<file path="src/rtl/frame_seq_ctrl_if.sv">
// rtl/frame_seq_ctrl_if.sv - beat handshake and per-beat qualifier bundle for frame_seq_ctrl
interface frame_seq_ctrl_if #(
    parameter int BEAT_CNT_W = 16
);
    logic                  beat_accept;
    logic                  tlast;
    logic                  tuser_err;
    logic                  header_done;
    logic                  frame_start;
    logic                  frame_end;
    logic                  frame_err;
    logic [1:0]            err_code;
    logic                  beat_is_hdr;
    logic                  beat_is_pay;
    logic [BEAT_CNT_W-1:0] beat_idx;

    modport master (
        output beat_accept, tlast, tuser_err, header_done,
        input  frame_start, frame_end, frame_err, err_code,
               beat_is_hdr, beat_is_pay, beat_idx
    );

    modport slave (
        input  beat_accept, tlast, tuser_err, header_done,
        output frame_start, frame_end, frame_err, err_code,
               beat_is_hdr, beat_is_pay, beat_idx
    );
endinterface

</file>
<file path="src/rtl/frame_seq_ctrl.sv">
// rtl/frame_seq_ctrl.sv - per-frame IDLE/HEADER/PAYLOAD/DROP tracker with error detection and stats
module frame_seq_ctrl #(
    parameter int BEAT_CNT_W   = 16,
    parameter int HDR_CNT_W    = 4,
    parameter int STAT_W       = 32,
    parameter int EXT_HDR_DONE = 0
) (
    input  logic                  clk,
    input  logic                  rst_n,
    frame_seq_ctrl_if.slave       bus,
    input  logic [HDR_CNT_W-1:0]  cfg_hdr_beats,
    input  logic [BEAT_CNT_W-1:0] cfg_max_beats,
    input  logic                  clr_stats,
    output logic                  in_header,
    output logic                  in_payload,
    output logic                  in_drop,
    output logic [STAT_W-1:0]     frames_ok,
    output logic [STAT_W-1:0]     frames_err
);

    localparam int CMP_W = (BEAT_CNT_W > HDR_CNT_W) ? BEAT_CNT_W : HDR_CNT_W;
    localparam logic [BEAT_CNT_W-1:0] BEAT_ONE = {{(BEAT_CNT_W-1){1'b0}}, 1'b1};
    localparam logic [HDR_CNT_W-1:0]  HDR_ONE  = {{(HDR_CNT_W-1){1'b0}}, 1'b1};
    localparam logic [STAT_W-1:0]     STAT_ONE = {{(STAT_W-1){1'b0}}, 1'b1};

    localparam logic [1:0] ERR_OK       = 2'd0;
    localparam logic [1:0] ERR_RUNT     = 2'd1;
    localparam logic [1:0] ERR_OVERSIZE = 2'd2;
    localparam logic [1:0] ERR_ABORT    = 2'd3;

    typedef enum logic [1:0] {
        S_IDLE    = 2'd0,
        S_HEADER  = 2'd1,
        S_PAYLOAD = 2'd2,
        S_DROP    = 2'd3
    } state_t;

    state_t                  state;
    logic [BEAT_CNT_W-1:0]   beat_cnt;
    logic [HDR_CNT_W-1:0]    hdr_lat;
    logic [BEAT_CNT_W-1:0]   max_lat;
    logic [1:0]              sticky_code;

    logic                    acc;
    logic                    idle;
    logic                    hdr_phase;
    logic [HDR_CNT_W-1:0]    hdr_cfg;
    logic [BEAT_CNT_W-1:0]   max_cfg;
    logic [HDR_CNT_W-1:0]    hdr_last;
    logic                    hdr_end;
    logic                    abort;
    logic                    oversize;
    logic                    runt;
    logic [1:0]              beat_code;

    assign acc       = bus.beat_accept;
    assign idle      = (state == S_IDLE);
    assign hdr_phase = idle || (state == S_HEADER);

    // Config is taken live on the first beat and from the latched copy afterwards
    assign hdr_cfg  = idle ? cfg_hdr_beats : hdr_lat;
    assign max_cfg  = idle ? cfg_max_beats : max_lat;
    assign hdr_last = (hdr_cfg == '0) ? '0 : (hdr_cfg - HDR_ONE);

    // Decode header end, error conditions and the prioritised per-beat code
    always_comb begin
        hdr_end = 1'b0;
        if (EXT_HDR_DONE != 0) begin
            hdr_end = bus.header_done;
        end else begin
            hdr_end = (CMP_W'(beat_cnt) == CMP_W'(hdr_last));
        end
        abort    = bus.tuser_err;
        oversize = (max_cfg != '0) && (beat_cnt >= max_cfg);
        runt     = bus.tlast && (state != S_PAYLOAD);
        if (abort) begin
            beat_code = ERR_ABORT;
        end else if (oversize) begin
            beat_code = ERR_OVERSIZE;
        end else if (runt) begin
            beat_code = ERR_RUNT;
        end else begin
            beat_code = ERR_OK;
        end
    end

    // Per-beat qualifiers; all pulses stay low on cycles without an accepted beat
    always_comb begin
        bus.frame_start = acc && idle;
        bus.frame_end   = acc && bus.tlast;
        bus.err_code    = ERR_OK;
        if (bus.frame_end) begin
            bus.err_code = (state == S_DROP) ? sticky_code : beat_code;
        end
        bus.frame_err   = bus.frame_end && (bus.err_code != ERR_OK);
        bus.beat_is_hdr = acc && hdr_phase;
        bus.beat_is_pay = acc && (state == S_PAYLOAD);
        bus.beat_idx    = beat_cnt;
    end

    assign in_header  = (state == S_HEADER);
    assign in_payload = (state == S_PAYLOAD);
    assign in_drop    = (state == S_DROP);

    // Frame lifecycle: state, saturating beat counter, latched config and sticky error
    always_ff @(posedge clk or negedge rst_n) begin
        if (!rst_n) begin
            state       <= S_IDLE;
            beat_cnt    <= '0;
            hdr_lat     <= '0;
            max_lat     <= '0;
            sticky_code <= ERR_OK;
        end else if (acc) begin
            if (idle) begin
                hdr_lat <= cfg_hdr_beats;
                max_lat <= cfg_max_beats;
            end
            if (bus.tlast) begin
                beat_cnt <= '0;
            end else if (beat_cnt != '1) begin
                beat_cnt <= beat_cnt + BEAT_ONE;
            end
            if (state == S_DROP) begin
                if (bus.tlast) begin
                    state       <= S_IDLE;
                    sticky_code <= ERR_OK;
                end
            end else if (bus.tlast) begin
                state       <= S_IDLE;
                sticky_code <= ERR_OK;
            end else if (abort || oversize) begin
                // Errors beat a coincident header end, so no PAYLOAD entry here
                state       <= S_DROP;
                sticky_code <= beat_code;
            end else if (hdr_phase && hdr_end) begin
                state <= S_PAYLOAD;
            end else if (idle) begin
                state <= S_HEADER;
            end
        end
    end

    // Saturating frame statistics; clear wins over a same-cycle increment
    always_ff @(posedge clk or negedge rst_n) begin
        if (!rst_n) begin
            frames_ok  <= '0;
            frames_err <= '0;
        end else if (clr_stats) begin
            frames_ok  <= '0;
            frames_err <= '0;
        end else if (bus.frame_end) begin
            if (bus.frame_err) begin
                if (frames_err != '1) begin
                    frames_err <= frames_err + STAT_ONE;
                end
            end else if (frames_ok != '1) begin
                frames_ok <= frames_ok + STAT_ONE;
            end
        end
    end

endmodule

</file>
<file path="src/flat_wrapper.sv">
// flat-port wrapper written by rule: the top's interface ports become plain ports
module frame_seq_ctrl_flat 
#(
    parameter int BEAT_CNT_W   = 16,
    parameter int HDR_CNT_W    = 4,
    parameter int STAT_W       = 32,
    parameter int EXT_HDR_DONE = 0
)
  (clk, rst_n, cfg_hdr_beats, cfg_max_beats, clr_stats, in_header, in_payload, in_drop, frames_ok, frames_err, bus_beat_accept, bus_tlast, bus_tuser_err, bus_header_done, bus_frame_start, bus_frame_end, bus_frame_err, bus_err_code, bus_beat_is_hdr, bus_beat_is_pay, bus_beat_idx);
  frame_seq_ctrl_if #(.BEAT_CNT_W(BEAT_CNT_W)) bus_i ();
  input  logic clk;
  input  logic rst_n;
  input  logic [HDR_CNT_W-1:0] cfg_hdr_beats;
  input  logic [BEAT_CNT_W-1:0] cfg_max_beats;
  input  logic clr_stats;
  output logic in_header;
  output logic in_payload;
  output logic in_drop;
  output logic [STAT_W-1:0] frames_ok;
  output logic [STAT_W-1:0] frames_err;
  input wire logic [$bits(bus_i.beat_accept)-1:0] bus_beat_accept;
  input wire logic [$bits(bus_i.tlast)-1:0] bus_tlast;
  input wire logic [$bits(bus_i.tuser_err)-1:0] bus_tuser_err;
  input wire logic [$bits(bus_i.header_done)-1:0] bus_header_done;
  output wire logic [$bits(bus_i.frame_start)-1:0] bus_frame_start;
  output wire logic [$bits(bus_i.frame_end)-1:0] bus_frame_end;
  output wire logic [$bits(bus_i.frame_err)-1:0] bus_frame_err;
  output wire logic [$bits(bus_i.err_code)-1:0] bus_err_code;
  output wire logic [$bits(bus_i.beat_is_hdr)-1:0] bus_beat_is_hdr;
  output wire logic [$bits(bus_i.beat_is_pay)-1:0] bus_beat_is_pay;
  output wire logic [$bits(bus_i.beat_idx)-1:0] bus_beat_idx;
  assign bus_i.beat_accept = bus_beat_accept;
  assign bus_i.tlast = bus_tlast;
  assign bus_i.tuser_err = bus_tuser_err;
  assign bus_i.header_done = bus_header_done;
  assign bus_frame_start = bus_i.frame_start;
  assign bus_frame_end = bus_i.frame_end;
  assign bus_frame_err = bus_i.frame_err;
  assign bus_err_code = bus_i.err_code;
  assign bus_beat_is_hdr = bus_i.beat_is_hdr;
  assign bus_beat_is_pay = bus_i.beat_is_pay;
  assign bus_beat_idx = bus_i.beat_idx;
  frame_seq_ctrl #(.BEAT_CNT_W(BEAT_CNT_W), .HDR_CNT_W(HDR_CNT_W), .STAT_W(STAT_W), .EXT_HDR_DONE(EXT_HDR_DONE)) u_core (.clk(clk), .rst_n(rst_n), .bus(bus_i), .cfg_hdr_beats(cfg_hdr_beats), .cfg_max_beats(cfg_max_beats), .clr_stats(clr_stats), .in_header(in_header), .in_payload(in_payload), .in_drop(in_drop), .frames_ok(frames_ok), .frames_err(frames_err));
endmodule
</file>
<file path="config.mk">
export PLATFORM = sky130hd
export DESIGN_NAME = frame_seq_ctrl_flat
export DESIGN_NICKNAME = d
export VERILOG_FILES = /design/src/rtl/frame_seq_ctrl_if.sv /design/src/rtl/frame_seq_ctrl.sv /design/src/flat_wrapper.sv
export SDC_FILE = /design/constraint.sdc
export NUM_CORES = 1
export LEC_CHECK = 0
export BUFFER_PORTS_ARGS = -buffer_cell sky130_fd_sc_hd__clkbuf_2
export CELL_PAD_IN_SITES_DETAIL_PLACEMENT = 1
export CELL_PAD_IN_SITES_GLOBAL_PLACEMENT = 1
export CORE_MARGIN = 1.5
export CORE_UTILIZATION = 30
export DETAILED_ROUTE_END_ITERATION = 10
export GPL_ROUTABILITY_DRIVEN = 1
export GPL_TIMING_DRIVEN = 0
export PLACE_DENSITY_LB_ADDON = 0.25
export SYNTH_ARGS = -nofsm -noshare
export SYNTH_HDL_FRONTEND = slang
export SYNTH_SLANG_ARGS = --single-unit
</file>
<file path="constraint.sdc">
create_clock -name clk -period 6.65 [get_ports clk]
set_clock_uncertainty 0.1 [all_clocks]
set_input_delay 1.995 -clock clk [delete_from_list [all_inputs] [get_ports clk]]
set_output_delay 1.995 -clock clk [all_outputs]
set_load 0.05 [all_outputs]
</file>
# [Word level (Yosys, flattened, before mapping)]
# Index checks and enable logic that the tools add are counted.
[classes] bitwise=0 n_addsub=4 div=0 mul=0 shift=0 n_lt_le_gt_ge=1 reduce_logical=26 n_eq_ne=10 n_mux=27
[op_table] op="two-way mux 32 bit" n=8
[op_table] op="adder 32 x 1 -> 32 bit, second input constant" n=2
[op_table] op="inequality test 32 bit, second input constant" n=2
[op_table] op="two-way mux 16 bit" n=3
[op_table] op="two-way mux 2 bit" n=13
[op_table] op="adder 16 x 1 -> 16 bit, second input constant" n=1
[op_table] op="== test 16 x 4 -> 1 bit" n=1
[op_table] op="greater-or-equal comparator 16 bit" n=1
[op_table] op="inequality test 16 bit, second input constant" n=1
[op_table] op="nonzero test 16 bit" n=1
[op_table] op="nonzero test 2 bit" n=7
[op_table] op="AND reduction 3 bit" n=4
[op_table] op="logical AND 1 bit" n=8
[op_table] op="two-way mux 4 bit" n=2
[op_table] op="== test 2 bit, second input constant" n=2
[op_table] op="logical NOT 4 bit" n=1
[op_table] op="inequality test 2 bit, second input constant" n=2
[op_table] op="nonzero test 4 bit" n=1
[op_table] op="subtractor 4 x 1 -> 4 bit, second input constant" n=1
[op_table] op="== test 2 x 1 -> 1 bit, second input constant" n=1
[op_table] op="logical NOT 2 bit" n=1
[op_table] op="logical OR 1 bit" n=2
[op_table] op="inequality test 2 x 1 -> 1 bit, second input constant" n=1
[op_table] op="AND reduction 2 bit" n=1
[op_table] op="two-way mux 1 bit" n=1
[totals] elab_cells=75 out_inout_bits=90 regBits=104 latch_bits=0 ram_bits=0 rom_bits=0 n_memories=0 inputBits=27

# [Longest topological paths before layout]
# Gate-level depths: netlist of run 1.
[depth] word_depth=13 mapped_depth=15 ltp_nobuf=10

# [Worst setup path before layout of run 1]
# No wires, ideal clock.
[synth_timing] kind="input -> output" from="in cfg_max_beats[15]" to="out bus_err_code[1]" path_buffers=1 path_slack_ns=-0.190 path_stages=10 t_required_ns=4.555 arrival_time_ns=4.745 path_cell_list="mux2i_1 > ha_1 > nand4_1 > or2_1 > o41ai_4 > o21bai_2 > clkbuf_1 > nand2b_1 > nor2_1 > nor3_1"
[synth_between] elab_chain_cells=7 elab_cells_between_ends=8 classes_between="1 x order compare; 5 x mux; 2 x reduce/logical"
[synth_rtl] item="from (decl)" line="flat_wrapper.sv:14" text="input logic [BEAT_CNT_W-1:0] cfg_max_beats;"
[synth_rtl] item="two-way mux 16 bit *" line="frame_seq_ctrl.sv:62" text="assign max_cfg = idle ? cfg_max_beats : max_lat;"
[synth_rtl] item="greater-or-equal comparator 16 bit / nonzero test 16 bit (equally long branches)" line="frame_seq_ctrl.sv:74" text="oversize = (max_cfg != '0) && (beat_cnt >= max_cfg);"
[synth_rtl] item="logical AND 1 bit *" line="frame_seq_ctrl.sv:74"
[synth_rtl] item="two-way mux 2 bit *" line="frame_seq_ctrl.sv:78" text="end else if (oversize) begin"
[synth_rtl] item="two-way mux 2 bit *" line="frame_seq_ctrl.sv:76" text="if (abort) begin"
[synth_rtl] item="two-way mux 2 bit *" line="frame_seq_ctrl.sv:93" text="bus.err_code = (state == S_DROP) ? sticky_code : beat_code;"
[synth_rtl] item="two-way mux 2 bit *" line="frame_seq_ctrl.sv:92" text="if (bus.frame_end) begin"
[synth_rtl] item="to (decl)" line="flat_wrapper.sv:28" text="output wire logic [$bits(bus_i.err_code)-1:0] bus_err_code;"
# Every way passes the cells marked *; elsewhere a longest branch is shown, timed or not.

# [Worst setup path after layout of run 1]
[layout_timing] from="in cfg_max_beats[0]" to="out bus_err_code[1]"
[layout_between] elab_chain_cells=7 elab_cells_between_ends=8 classes_between="1 x order compare; 5 x mux; 2 x reduce/logical"
[layout_rtl] item="two-way mux 16 bit *" line="frame_seq_ctrl.sv:62"
[layout_rtl] item="net u_core.max_cfg[0]" line="frame_seq_ctrl.sv:48" text="logic [BEAT_CNT_W-1:0] max_cfg;"
[layout_rtl] item="greater-or-equal comparator 16 bit / nonzero test 16 bit (equally long branches)" line="frame_seq_ctrl.sv:74"
[layout_rtl] item="logical AND 1 bit *" line="frame_seq_ctrl.sv:74"
[layout_rtl] item="two-way mux 2 bit *" line="frame_seq_ctrl.sv:78"
[layout_rtl] item="two-way mux 2 bit *" line="frame_seq_ctrl.sv:76"
[layout_rtl] item="two-way mux 2 bit *" line="frame_seq_ctrl.sv:93"
[layout_rtl] item="two-way mux 2 bit *" line="frame_seq_ctrl.sv:92"
# Mark *: on every way through the listed nets, which the timed path passes. The rest lies on a longest branch.

==> results of run 1 <==
## cells in the mapped netlist (all sizes together), types with 4 or more instances
library cell / n
dfrtp: 104
nor2: 73
mux2: 44
a21oi: 36
nand2: 36
nand3: 32
nor4: 31
nand4: 30
clkbuf: 29
nor2b: 26
nor3: 22
o21ai: 21
ha: 19
mux2i: 19
o31ai: 17
or4: 17
xnor2: 17
inv: 15
or3: 15
and3: 12
buf: 11
nand2b: 11
and2: 7
and4: 7
o21bai: 7
a211oi: 6
o31a: 5
nand3b: 4
or2: 4
## flip-flops by register name, indices dropped and copies added (netlist names)
| signal | cells |
|---|---|
| u_core.bus.beat_idx | 16 |
| u_core.frames_err | 32 |
| u_core.frames_ok | 32 |
| u_core.max_lat | 16 |
| u_core.hdr_lat | 4 |
| u_core.state | 2 |
| u_core.sticky_code | 2 |
## metal layers
layer / part of all wire / vias up / global-route usage
met5: 0 / - / 0
met4: 0.013 / 0 / 0.05097
met3: 0.046 / 20 / 0.03313
met2: 0.48 / 140 / 0.3234
met1: 0.46 / 3080 / 0.2583
li1: - / 2921 / -
## cell type report
| class | instances | area (sq um) |
|---|---|---|
| buffer | 39 | 175.2 |
| clock buffer | 9 | 225.2 |
| clock inverter | 7 | 62.56 |
| fill | 2590 | 13820 |
| inverter | 15 | 56.30 |
| multi-input combinational | 556 | 3789 |
| sequential | 104 | 2603 |
| tap | 280 | 350.3 |
| timing repair buffer | 115 | 609.3 |
## per-stage QoR
stage	TNS (ns)	cells	cell area (sq um)	util	hold WS (ns)
6_report	0	1125	7870	0.3629	0.4378
3_3_place_gp	-0.7382	1109	7518	0.3467	0.4153
3_5_place_dp	-0.7660	1110	7555	0.3483	0.4247
4_1_cts	0	1125	7855	0.3622	0.4412
5_1_grt	0	1125	7870	0.3629	0.4675
2_1_floorplan	0	715	6598	-	0.3873
## kinds of logic after synthesis
| family | count (synthesis) |
|---|---|
| xor+xnor | 20 |
| mux | 63 |
| buf+inv | 55 |
| fa+ha+maj | 19 |
| compound gates | 119 |
| simple gates | 335 |
| flops | 104 |
## final timing paths
path | endpoint | from | slack [ns] | cells past startpoint
setup / recovery | bus_err_code[1] | cfg_max_beats[0] | 0.20 | 12
hold / removal | u_core.max_lat[13] | u_core.max_lat[13] | 0.44 | 1
setup reg to reg | u_core.frames_ok[13] | u_core.state[0] | 2.15 | 14
hold reg to reg | u_core.max_lat[13] | u_core.max_lat[13] | 0.44 | 1
max in group asynchronous | u_core.frames_ok[12] | rst_n | 4.42 | 2
min in group asynchronous | u_core.max_lat[11] | rst_n | 1.34 | 1
## repair_timing
item | 4_1_cts | 5_1_grt
gates cloned | 0 | 0
pin swaps | 0 | 1
endpoints found under the setup margin | 3 | 3
gates resized for setup | 6 | 3
setup buffers | 0 | 0
## power groups by stage
stage / Sequential [uW] / Clock, uW / Combinational [uW]
after floorplan: 761 / 0 / 279
after global placement: 762 / 0 / 397
after detailed placement: 766 / 0 / 410
after CTS: 755 / 568 / 410
after global routing: 766 / 589 / 455
final: 756 / 544 / 410
==> flow_summary_export.csv, run 1 <==
group,metric,value,unit
status,outcome,"finished, final reports clean",
grt,gr-total-overflow,0,
sta,timing_hold_violations_final,0,
sta,min_period,6.451,ns
pwr,comb_power_share,0.240,
yosys,synthDominantAreaCellType,"sky130_fd_sc_hd__dfrtp_1",
yosys,syn-mean-instance-area,9.220,sq um
yosys,synth-adder-area-share,0.03606,
yosys,top_area_cell_type_share_of_the_netlist_area,0.3948,
grt,antenna_violations_before_repair,0,
yosys,yosys_register_bits,104,
yosys,synth-compound-area-share,0.1273,
routing,detail_route.wirelength,21.37,mm
worst_setup_path,path_cells,"clkbuf_2 -> mux2_2 -> ha_1 -> nand2b_1 -> a2111oi_4 -> o41ai_4 -> o21bai_4 -> buf_4 -> nand2b_1 -> nor2_1 -> nor3_2 -> clkbuf_4",
routing,drt_first_iter_violations,219,
yosys,synth_cells,715,
cts,clkTransAtPathRegs,0.07,ns
place,port_buffer_count,114,
floorplanning,design.core.area,21690,sq um
grt,grt_max_degree,102,
sta,report.final.setup_viol,0,
grt,first_pass_grt_wire_length,34.45,mm
pwr,report.power.total,1710,uW
yosys,synthMuxAreaShare,0.1040,
yosys,synth_fp_nets,761,
pwr,internal-power,1121,uW
floorplanning,dieArea,22870,sq um
cts,h-tree-depth,3,
final_layout,drive_gt1_frac,0.2402,
routing,detailed_router_iteration_count_before_antenna_repair,7,
final_layout,insertedDiodeCount,0,
worst_setup_path,critical_path.n_buffers_inverters,3,
worst_setup_path,critical_path.endpoint_type,"output port",
yosys,netlist_area,6593,sq um
worst_setup_path,critical_path.top_delay_family,"compound AO/OA/AOI/OAI gates",
sta,clock.fmax,155.0,MHz
final_layout,syn2layout_area_growth,19.38,%
cts,postCtsHoldBufs,0,
sta,rsz_0062_raised_after_global_routing,"false",
sta,setup_ws,0.1985,ns
pwr,power_frac_clock,0.318,
worst_setup_path,cp_data_required_time,4.55,ns
floorplanning,die_w,151.2,um
worst_setup_path,critPathMaxStageDelay,0.41,ns
sta,worstMarginPinSlew,0.9224,ns
place,gp_routability_congestion,0.7827,
pwr,power_per_cell_area,217.3,nW/um^2
yosys,number_of_enable_flip_flop_cells_after_synthesis,0,
pwr,ir_worst_vdd,0.0001151,V
worst_setup_path,crit_fanout,10,
floorplanning,start_util,0.3040,
cts,cts_root_buf,"sky130_fd_sc_hd__clkbuf_16",
yosys,synth_xor_area_frac,0.02657,
routing,drc_errors,0,
routing,vias,6161,
worst_hold_path,type_of_the_tightest_min_delay_check,"reg2reg",
cts,tritoncts,"done",
final_layout,final_common_cell,"sky130_fd_sc_hd__clkbuf_2",
worst_setup_path,slowest_stage,"sky130_fd_sc_hd__a2111oi_4",
worst_setup_path,kind_of_critical_path,"in2out",
flow_run,cap_violations,0,
grt,vias_in_the_first_global_route,6250,
pwr,p_sw,589.1,uW
sta,report.final.slew_viol_count,0,
yosys,synth-async-reset-ratio,1.000,
grt,globalRouteTotalUtil,0.1939,
floorplanning,die_y,151.2,um
worst_setup_path,cpMostUsedCell,"sky130_fd_sc_hd__nand2b_1",
final_layout,finish.net_count,886,
floorplanning,rows,54,
place,dp_slack,-0.4080,ns
routing,post_drt_wl_per_cell,19.00,um
worst_setup_path,critPathArrivalTime,4.36,ns
yosys,synth-seq-area-share,0.3948,
cts,cts_buffer_count,9,
worst_setup_path,kind_of_start_point_of_the_critical_path,"input port",
routing,route.detailed.vias_per_inst,5.476,
sta,max_slew_margin,0.3794,
cts,num_clock_sinks,104,
sta,share_of_the_clock_period_used_by_the_worst_path,0.9701,
cts,worst_skew_pair.late_latency,0.37,ns
yosys,ys.flop_type,"sky130_fd_sc_hd__dfrtp_1",
yosys,yosys-top-cells-area,"sky130_fd_sc_hd__dfrtp_1 39%, sky130_fd_sc_hd__mux2_2 7.5%, sky130_fd_sc_hd__nor2_1 4.2%, sky130_fd_sc_hd__ha_1 3.6%, sky130_fd_sc_hd__mux2i_1 2.9%",
place,hpwl,15.51,mm
final_layout,mostFrequentLayoutCells,"114 x sky130_fd_sc_hd__clkbuf_2, 104 x sky130_fd_sc_hd__dfrtp_1, 72 x sky130_fd_sc_hd__nor2_1, 44 x sky130_fd_sc_hd__mux2_2",
pwr,power.share.sequential,0.442,
yosys,largest_family_of_logic_cells_by_synthesized_area,"simple AND/OR/NAND/NOR gates",
yosys,post_synth_and_or_nand_nor_area_fraction,0.2765,
yosys,yosysUniqueCellTypes,56,
routing,antenna_left,0,
floorplanning,ioPinCount,117,
cts,max-clock-path-buffers,2,
pwr,power_switching_share,0.3445,
pwr,lkg_pwr,0.003311,uW
yosys,yosysWarningCount,0,
No activity file was read; power rests on OpenSTA's default activity.
==> run 2, diff against run 1 <==
==> constraint.sdc (replaced) <==
create_clock -name clk -period 6.65 [get_ports clk]
set_clock_uncertainty 0.1 [all_clocks]
set_input_delay 0.3325 -clock clk [delete_from_list [all_inputs] [get_ports clk]]
set_output_delay 0.3325 -clock clk [all_outputs]
set_load 0.05 [all_outputs]
==> flow_summary_export.csv, run 2 (synthesis gave the netlist of run 1 again) <==
group,metric,value,unit
routing,route.detailed.vias_per_inst,5.468,
pwr,lkg_pwr,0.003291,uW
worst_setup_path,critical_path.endpoint_type,"output port",
place,hpwl,15.46,mm
floorplanning,die_w,151.2,um
routing,antenna_left,0,
status,outcome,"finished, final reports clean",
cts,worst_skew_pair.late_latency,0.37,ns
sta,report.final.setup_viol,0,
worst_setup_path,kind_of_start_point_of_the_critical_path,"flop",
floorplanning,rows,54,
worst_setup_path,kind_of_critical_path,"reg2out",
cts,max-clock-path-buffers,2,
cts,clkTransAtPathRegs,0.08,ns
final_layout,insertedDiodeCount,0,
routing,detail_route.wirelength,21.28,mm
floorplanning,dieArea,22870,sq um
sta,max_slew_margin,0.3231,
grt,vias_in_the_first_global_route,6312,
place,gp_routability_congestion,0.8123,
grt,antenna_violations_before_repair,0,
worst_hold_path,whs_path_depth,2,
routing,drt_first_iter_violations,269,
sta,worstMarginPinSlew,1.006,ns
final_layout,num-fill-cells,2587,
sta,report.final.slew_viol_count,0,
final_layout,mostFrequentLayoutCells,"113 x sky130_fd_sc_hd__clkbuf_2, 104 x sky130_fd_sc_hd__dfrtp_1, 73 x sky130_fd_sc_hd__nor2_1, 44 x sky130_fd_sc_hd__mux2_2",
final_layout,finish.net_count,888,
routing,detailed_router_iteration_count_before_antenna_repair,4,
sta,rsz_0062_raised_after_global_routing,"false",
final_layout,largest_registers,"u_core.frames_err: 32 flops, u_core.frames_ok: 32 flops",
sta,share_of_the_clock_period_used_by_the_worst_path,0.8331,
routing,vias,6162,
grt,globalRouteTotalUtil,0.1941,
cts,cts_root_buf,"sky130_fd_sc_hd__clkbuf_16",
floorplanning,ioPinCount,117,
grt,gr-total-overflow,0,
worst_setup_path,timing.reg2reg.worst_path_depth,14,
floorplanning,start_util,0.3040,
grt,grt_max_degree,85,
grt,first_pass_grt_wire_length,34.56,mm
cts,h-tree-depth,3,
place,port_buffer_count,114,
sta,worst_hold_margin,0.1217,ns
cts,cts_post_setup_buffers_inserted,0,
final_layout,syn2layout_area_growth,18.96,%
sta,timing_hold_violations_final,0,
worst_setup_path,cp_data_required_time,6.22,ns
worst_hold_path,type_of_the_tightest_min_delay_check,"in2reg",
sta,setup_total_negative_slack,0,ns
final_layout,final_common_cell,"sky130_fd_sc_hd__clkbuf_2",
sta,clock.fmax,180.5,MHz
cts,tritoncts,"done",
worst_setup_path,crit_fanout,10,
routing,post_drt_wl_per_cell,18.88,um
pwr,ir_worst_vdd,0.0001329,V
cts,cts_buffer_count,9,
pwr,power_per_cell_area,216.0,nW/um^2
worst_setup_path,critPathArrivalTime,5.11,ns
routing,drc_errors,0,
floorplanning,die_y,151.2,um
flow_run,cap_violations,0,
final_layout,drive_gt1_frac,0.2338,
cts,num_clock_sinks,104,
floorplanning,design.core.area,21690,sq um
sta,min_period,5.540,ns
[run 2: cell types whose count changed in the layout (fill, tap and decap cells not counted), moves of 2 or more]
| cell | before | now |
|---|---|---|
| sky130_fd_sc_hd__clkinv_4 | 2 | 0 |
| sky130_fd_sc_hd__clkinvlp_4 | 1 | 4 |
| sky130_fd_sc_hd__inv_6 | 3 | 1 |
| sky130_fd_sc_hd__clkbuf_1 | 25 | 29 |
[run 2: metal layers]
metal / track usage / up-vias / share of wire
met3: 0.03072 / 19 / 0.042
met2: 0.3232 / 118 / 0.48
met4: 0.04951 / 0 / 0.013
met5: 0 / - / 0
li1: - / 2908 / -
met1: 0.2612 / 3117 / 0.46
[run 2: what timing repair did]
| item | CTS | global route |
|---|---|---|
| hold buffers | 1 | 0 |
| hold endpoints to repair | 20 | 0 |
| resized for setup | 0 | 0 |
[run 2: where the power goes]
group / total (uW) / switching [uW] / internal (uW)
Sequential: 753 / 60.0 / 693
Clock: 540 / 274 / 266
Combinational: 402 / 241 / 160
[run 2: cell type report]
type,count,area [sq um],area share
Multi-Input combinational cell,556,3761,0.4796
Sequential cell,104,2603,0.3318
Tap cell,280,350.3,0.04467
Clock buffer,10,239.0,0.03047
Clock inverter,6,43.79,0.005584
Buffer,40,172.7,0.02202
Timing Repair Buffer,116,616.8,0.07865
Inverter,15,56.30,0.007179
[run 2: critical path: stages (launching register included)]
cell,delay [ns]
sky130_fd_sc_hd__dfrtp_1,0.46
sky130_fd_sc_hd__nor2_1,0.44
sky130_fd_sc_hd__clkbuf_1,0.51
sky130_fd_sc_hd__clkbuf_1,0.63
sky130_fd_sc_hd__mux2i_1,0.17
sky130_fd_sc_hd__ha_1,0.35
sky130_fd_sc_hd__nand4_1,0.14
sky130_fd_sc_hd__or2_1,0.29
sky130_fd_sc_hd__o41ai_4,0.44
sky130_fd_sc_hd__o21bai_2,0.17
sky130_fd_sc_hd__a21o_1,0.20
sky130_fd_sc_hd__buf_6,0.14
sky130_fd_sc_hd__buf_6,0.14
sky130_fd_sc_hd__clkbuf_1,0.27
sky130_fd_sc_hd__inv_1,0.11
sky130_fd_sc_hd__clkbuf_2,0.28
[run 2: path summary, 6_finish.rpt]
path | from | slack (ns) | endpoint
max | u_core.state[0] | 1.11 | bus_frame_err
min | bus_tlast | 0.12 | u_core.sticky_code[0]
max reg2reg | u_core.state[0] | 1.52 | u_core.frames_ok[10]
min reg2reg | u_core.max_lat[13] | 0.44 | u_core.max_lat[13]
max in group asynchronous | rst_n | 5.44 | u_core.frames_err[29]
min in group asynchronous | rst_n | 0.30 | u_core.max_lat[11]
[run 2: stage by stage]
step | instance area, sq um | util | power, uW | worst slack, ns | instances
finish | 7843 | 0.3616 | 1694 | 1.110 | 1127
global route | 7843 | 0.3616 | 1789 | 0.7636 | 1127
CTS | 7843 | 0.3616 | 1715 | 1.052 | 1127
detailed placement | 7550 | 0.3481 | 1169 | 1.466 | 1110
global placement | 7513 | 0.3464 | 1158 | 1.448 | 1109
floorplan | 6593 | - | 1040 | 1.807 | 715
==> run 3, diff against run 2 <==
--- a/config.mk
+++ b/config.mk
@@ -5,6 +5,7 @@
 export SDC_FILE = /design/constraint.sdc
 export NUM_CORES = 1
 export LEC_CHECK = 0
+export ABC_AREA = 1
 export BUFFER_PORTS_ARGS = -buffer_cell sky130_fd_sc_hd__clkbuf_2
 export CELL_PAD_IN_SITES_DETAIL_PLACEMENT = 1
 export CELL_PAD_IN_SITES_GLOBAL_PLACEMENT = 1
==> constraint.sdc (replaced) <==
create_clock -name clk -period 5 [get_ports clk]
set_clock_uncertainty 0.1 [all_clocks]
set_input_delay 0.25 -clock clk [delete_from_list [all_inputs] [get_ports clk]]
set_output_delay 0.25 -clock clk [all_outputs]
set_load 0.05 [all_outputs]
==> flow_summary_export.csv, run 3 <==
group,metric,value,unit
grt,global_route.peak_usage_layer,"met2",
sta,timing_hold_violations_final,0,
worst_setup_path,ff2ff_setup_slack,1.85,ns
worst_setup_path,cp_data_required_time,4.65,ns
sta,min_period,3.689,ns
grt,antenna_violations_before_repair,0,
yosys,synth-async-reset-ratio,1.000,
floorplanning,die_w,158.3,um
worst_setup_path,kind_of_start_point_of_the_critical_path,"flop",
yosys,yosysWarningCount,0,
pwr,power_frac_clock,0.261,
grt,gr-usage-met1,0.2825,
cts,postCtsHoldBufs,1,
final_layout,layoutNonFillerInstCount,1529,
cts,cts_resized,0,
pwr,power_switching_share,0.4172,
sta,share_of_the_clock_period_used_by_the_worst_path,0.7377,
sta,report.final.setup_viol,0,
cts,num_clock_sinks,104,
worst_setup_path,kind_of_critical_path,"reg2out",
final_layout,final_common_cell,"sky130_fd_sc_hd__nand2_1",
final_layout,insertedDiodeCount,0,
final_layout,mostFrequentLayoutCells,"373 x sky130_fd_sc_hd__nand2_1, 148 x sky130_fd_sc_hd__nor2_1, 112 x sky130_fd_sc_hd__clkbuf_2, 104 x sky130_fd_sc_hd__dfrtp_1, 95 x sky130_fd_sc_hd__inv_1",
cts,clkTransAtPathRegs,0.08,ns
place,port_buffer_count,113,
yosys,synth_cells,1080,
grt,gr-total-overflow,0,
flow_run,cap_violations,0,
floorplanning,rows,56,
routing,drt_first_iter_violations,310,
routing,detail_route.wirelength,24.33,mm
worst_hold_path,type_of_the_tightest_min_delay_check,"in2reg",
yosys,netlist_area,7232,sq um
floorplanning,design.core.area,23540,sq um
sta,clock.fmax,271.1,MHz
yosys,yosysUniqueCellTypes,29,
cts,cts_root_buf,"sky130_fd_sc_hd__clkbuf_16",
floorplanning,ioPinCount,117,
pwr,p_sw,1231,uW
sta,setup_total_negative_slack,0,ns
routing,detailed_router_iteration_count_before_antenna_repair,6,
grt,grtUsageMet2,0.3435,
place,place.detailed.instances,1513,
cts,tritoncts,"done",
yosys,number_of_enable_flip_flop_cells_after_synthesis,0,
floorplanning,die_y,158.3,um
pwr,comb_power_share,0.392,
yosys,synth-seq-area-share,0.3599,
routing,vias,7403,
grt,groute.layer.met3.usage,0.02205,
final_layout,drive_gt1_frac,0.1281,
cts,worst_skew_pair.late_latency,0.36,ns
worst_setup_path,crit_path_start,"u_core.state[1]",
worst_setup_path,worst_r2r_startpoint,"u_core.state[1]",
worst_setup_path,critPathArrivalTime,3.34,ns
final_layout,syn2layout_area_growth,18.18,%
cts,cts_post_setup_buffers_inserted,0,
sta,rsz_0062_raised_after_global_routing,"false",
pwr,ir_worst_vdd,0.0001223,V
worst_setup_path,crit_fanout,10,
floorplanning,start_util,0.3072,
pwr,internal-power,1720,uW
routing,route.detailed.vias_per_inst,4.842,
yosys,synthDominantAreaCellType,"sky130_fd_sc_hd__dfrtp_1",
worst_setup_path,critical_path.endpoint_type,"output port",
final_layout,final_util,0.3630,
sta,worstMarginPinSlew,0.6973,ns
sta,max_slew_margin,0.5351,
yosys,synth_fp_nets,1126,
yosys,syn-mean-instance-area,6.696,sq um
yosys,top_area_cell_type_share_of_the_netlist_area,0.3599,
worst_setup_path,timing.reg2reg.worst_path_depth,22,
final_layout,finish.net_count,1252,
sta,report.final.slew_viol_count,0,
routing,drc_errors,0,
yosys,yosys_register_bits,104,
routing,antenna_left,0,
place,gp_routability_congestion,0.8909,
grt,grt_max_degree,83,
worst_setup_path,worstReg2RegEnd,"u_core.frames_err[21]",
cts,max-clock-path-buffers,2,
pwr,power_per_cell_area,345.2,nW/um^2
final_layout,num-fill-cells,3101,
status,outcome,"finished, final reports clean",
pwr,power.share.sequential,0.347,
cts,cts_buffer_count,9,
worst_setup_path,worst_setup_path_endpoint,"bus_frame_err",
grt,first_pass_grt_wire_length,40.02,mm
floorplanning,dieArea,25050,sq um
worst_hold_path,min-delay-start,"cfg_hdr_beats[2]",
cts,h-tree-depth,3,
routing,post_drt_wl_per_cell,15.91,um
yosys,yosys-top-cells-area,"sky130_fd_sc_hd__dfrtp_1 36%, sky130_fd_sc_hd__nand2_1 19%, sky130_fd_sc_hd__nor2_1 7.7%, sky130_fd_sc_hd__nand3_1 5.7%, sky130_fd_sc_hd__inv_1 4.9%",
yosys,synth.most_common_cell,"sky130_fd_sc_hd__nand2_1",
yosys,commonest_cells_in_the_synthesized_netlist,"373 x sky130_fd_sc_hd__nand2_1, 148 x sky130_fd_sc_hd__nor2_1, 104 x sky130_fd_sc_hd__dfrtp_1, 95 x sky130_fd_sc_hd__inv_1, 82 x sky130_fd_sc_hd__nand3_1",
grt,vias_in_the_first_global_route,7590,
pwr,lkg_pwr,0.004115,uW
grt,globalRouteTotalUtil,0.2048,
yosys,ys.flop_type,"sky130_fd_sc_hd__dfrtp_1",
place,hpwl,19.33,mm
final_layout,largest_registers,"u_core.frames_err: 32 flops, u_core.frames_ok: 32 flops",
-- run 3: changes by cell type after synthesis, sizes merged, moves of 23 or more --
cell   delta
nor2b    -26
nor2     +76
a21oi    -23
xor2     +36
inv      +82
nand2   +342
mux2     -44
nand3    +52
nor3     +26
-- run 3: worst min-delay path by stage --
stage | endpoint | slack, ns | cells after the start
after CTS | u_core.hdr_lat[2] | 0.04 | 3
after floorplan | u_core.bus.beat_idx[0] | -0.15 | 0
after detailed placement | u_core.hdr_lat[2] | 0.05 | 1
after global placement | u_core.max_lat[10] | 0.37 | 2
final | u_core.hdr_lat[2] | 0.05 | 3
after global routing | u_core.hdr_lat[2] | 0.08 | 3
-- run 3: cell families after synthesis --
logic type               share of synthesized area
flip-flops                                  0.3599
adder cells (fa/ha/maj)                    0.03287
buffers and inverters                      0.08097
AO/OA/AOI/OAI                              0.04620
XOR/XNOR                                   0.07388
AND/OR/NAND/NOR                             0.4062
-- run 3: through the flow --
stage | setup WS, ns | power [uW] | hold WS, ns | instance area (sq um)
global placement | 1.711 | 2161 | 0.3654 | 8197
global route | 0.9342 | 3189 | 0.07544 | 8547
floorplan | 2.287 | 1845 | -0.1456 | 7232
finish | 1.311 | 2951 | 0.04877 | 8547
CTS | 1.238 | 2990 | 0.03686 | 8547
detailed placement | 1.631 | 2200 | 0.05032 | 8233
-- run 3: power groups by stage --
| stage | clock [uW] | sequential [uW] | combinational [uW] |
|---|---|---|---|
| after floorplan | 0 | 1050 | 799 |
| after global placement | 0 | 1040 | 1120 |
| after detailed placement | 0 | 1040 | 1160 |
| after CTS | 801 | 1030 | 1160 |
| after global routing | 828 | 1040 | 1320 |
| final | 770 | 1020 | 1160 |
-- run 3: metal layers --
layer  wire (um)  vias up
li1            -     3699
met1       12010     3576
met2       11410      112
met3         641       16
met4         276        0
met5           0        -
-- run 3: critical path, stage by stage (launching register included) --
cell and delay, ns:
sky130_fd_sc_hd__dfrtp_1 0.59, sky130_fd_sc_hd__inv_2 0.09, sky130_fd_sc_hd__nand2_2 0.11, sky130_fd_sc_hd__buf_6 0.15
sky130_fd_sc_hd__nand2_1 0.06, sky130_fd_sc_hd__nand2_1 0.08, sky130_fd_sc_hd__inv_1 0.10, sky130_fd_sc_hd__ha_1 0.32
sky130_fd_sc_hd__a21oi_1 0.14, sky130_fd_sc_hd__o21ai_0 0.11, sky130_fd_sc_hd__a21oi_1 0.14, sky130_fd_sc_hd__nand2_1 0.07
sky130_fd_sc_hd__nand2_1 0.11, sky130_fd_sc_hd__nand2_1 0.07, sky130_fd_sc_hd__nand2_1 0.07, sky130_fd_sc_hd__nand2_2 0.11
sky130_fd_sc_hd__nand2_1 0.30, sky130_fd_sc_hd__clkbuf_2 0.35
-- run 3: layout make-up --
| cell class | instances | area [sq um] | area share |
|---|---|---|---|
| Clock inverter | 3 | 67.56 | 0.007905 |
| Inverter | 98 | 367.9 | 0.04304 |
| Sequential cell | 104 | 2603 | 0.3045 |
| Tap cell | 319 | 399.1 | 0.04670 |
| Multi-Input combinational cell | 842 | 4044 | 0.4731 |
| Timing Repair Buffer | 115 | 611.8 | 0.07159 |
| Clock buffer | 12 | 236.5 | 0.02767 |
| Buffer | 36 | 217.7 | 0.02547 |
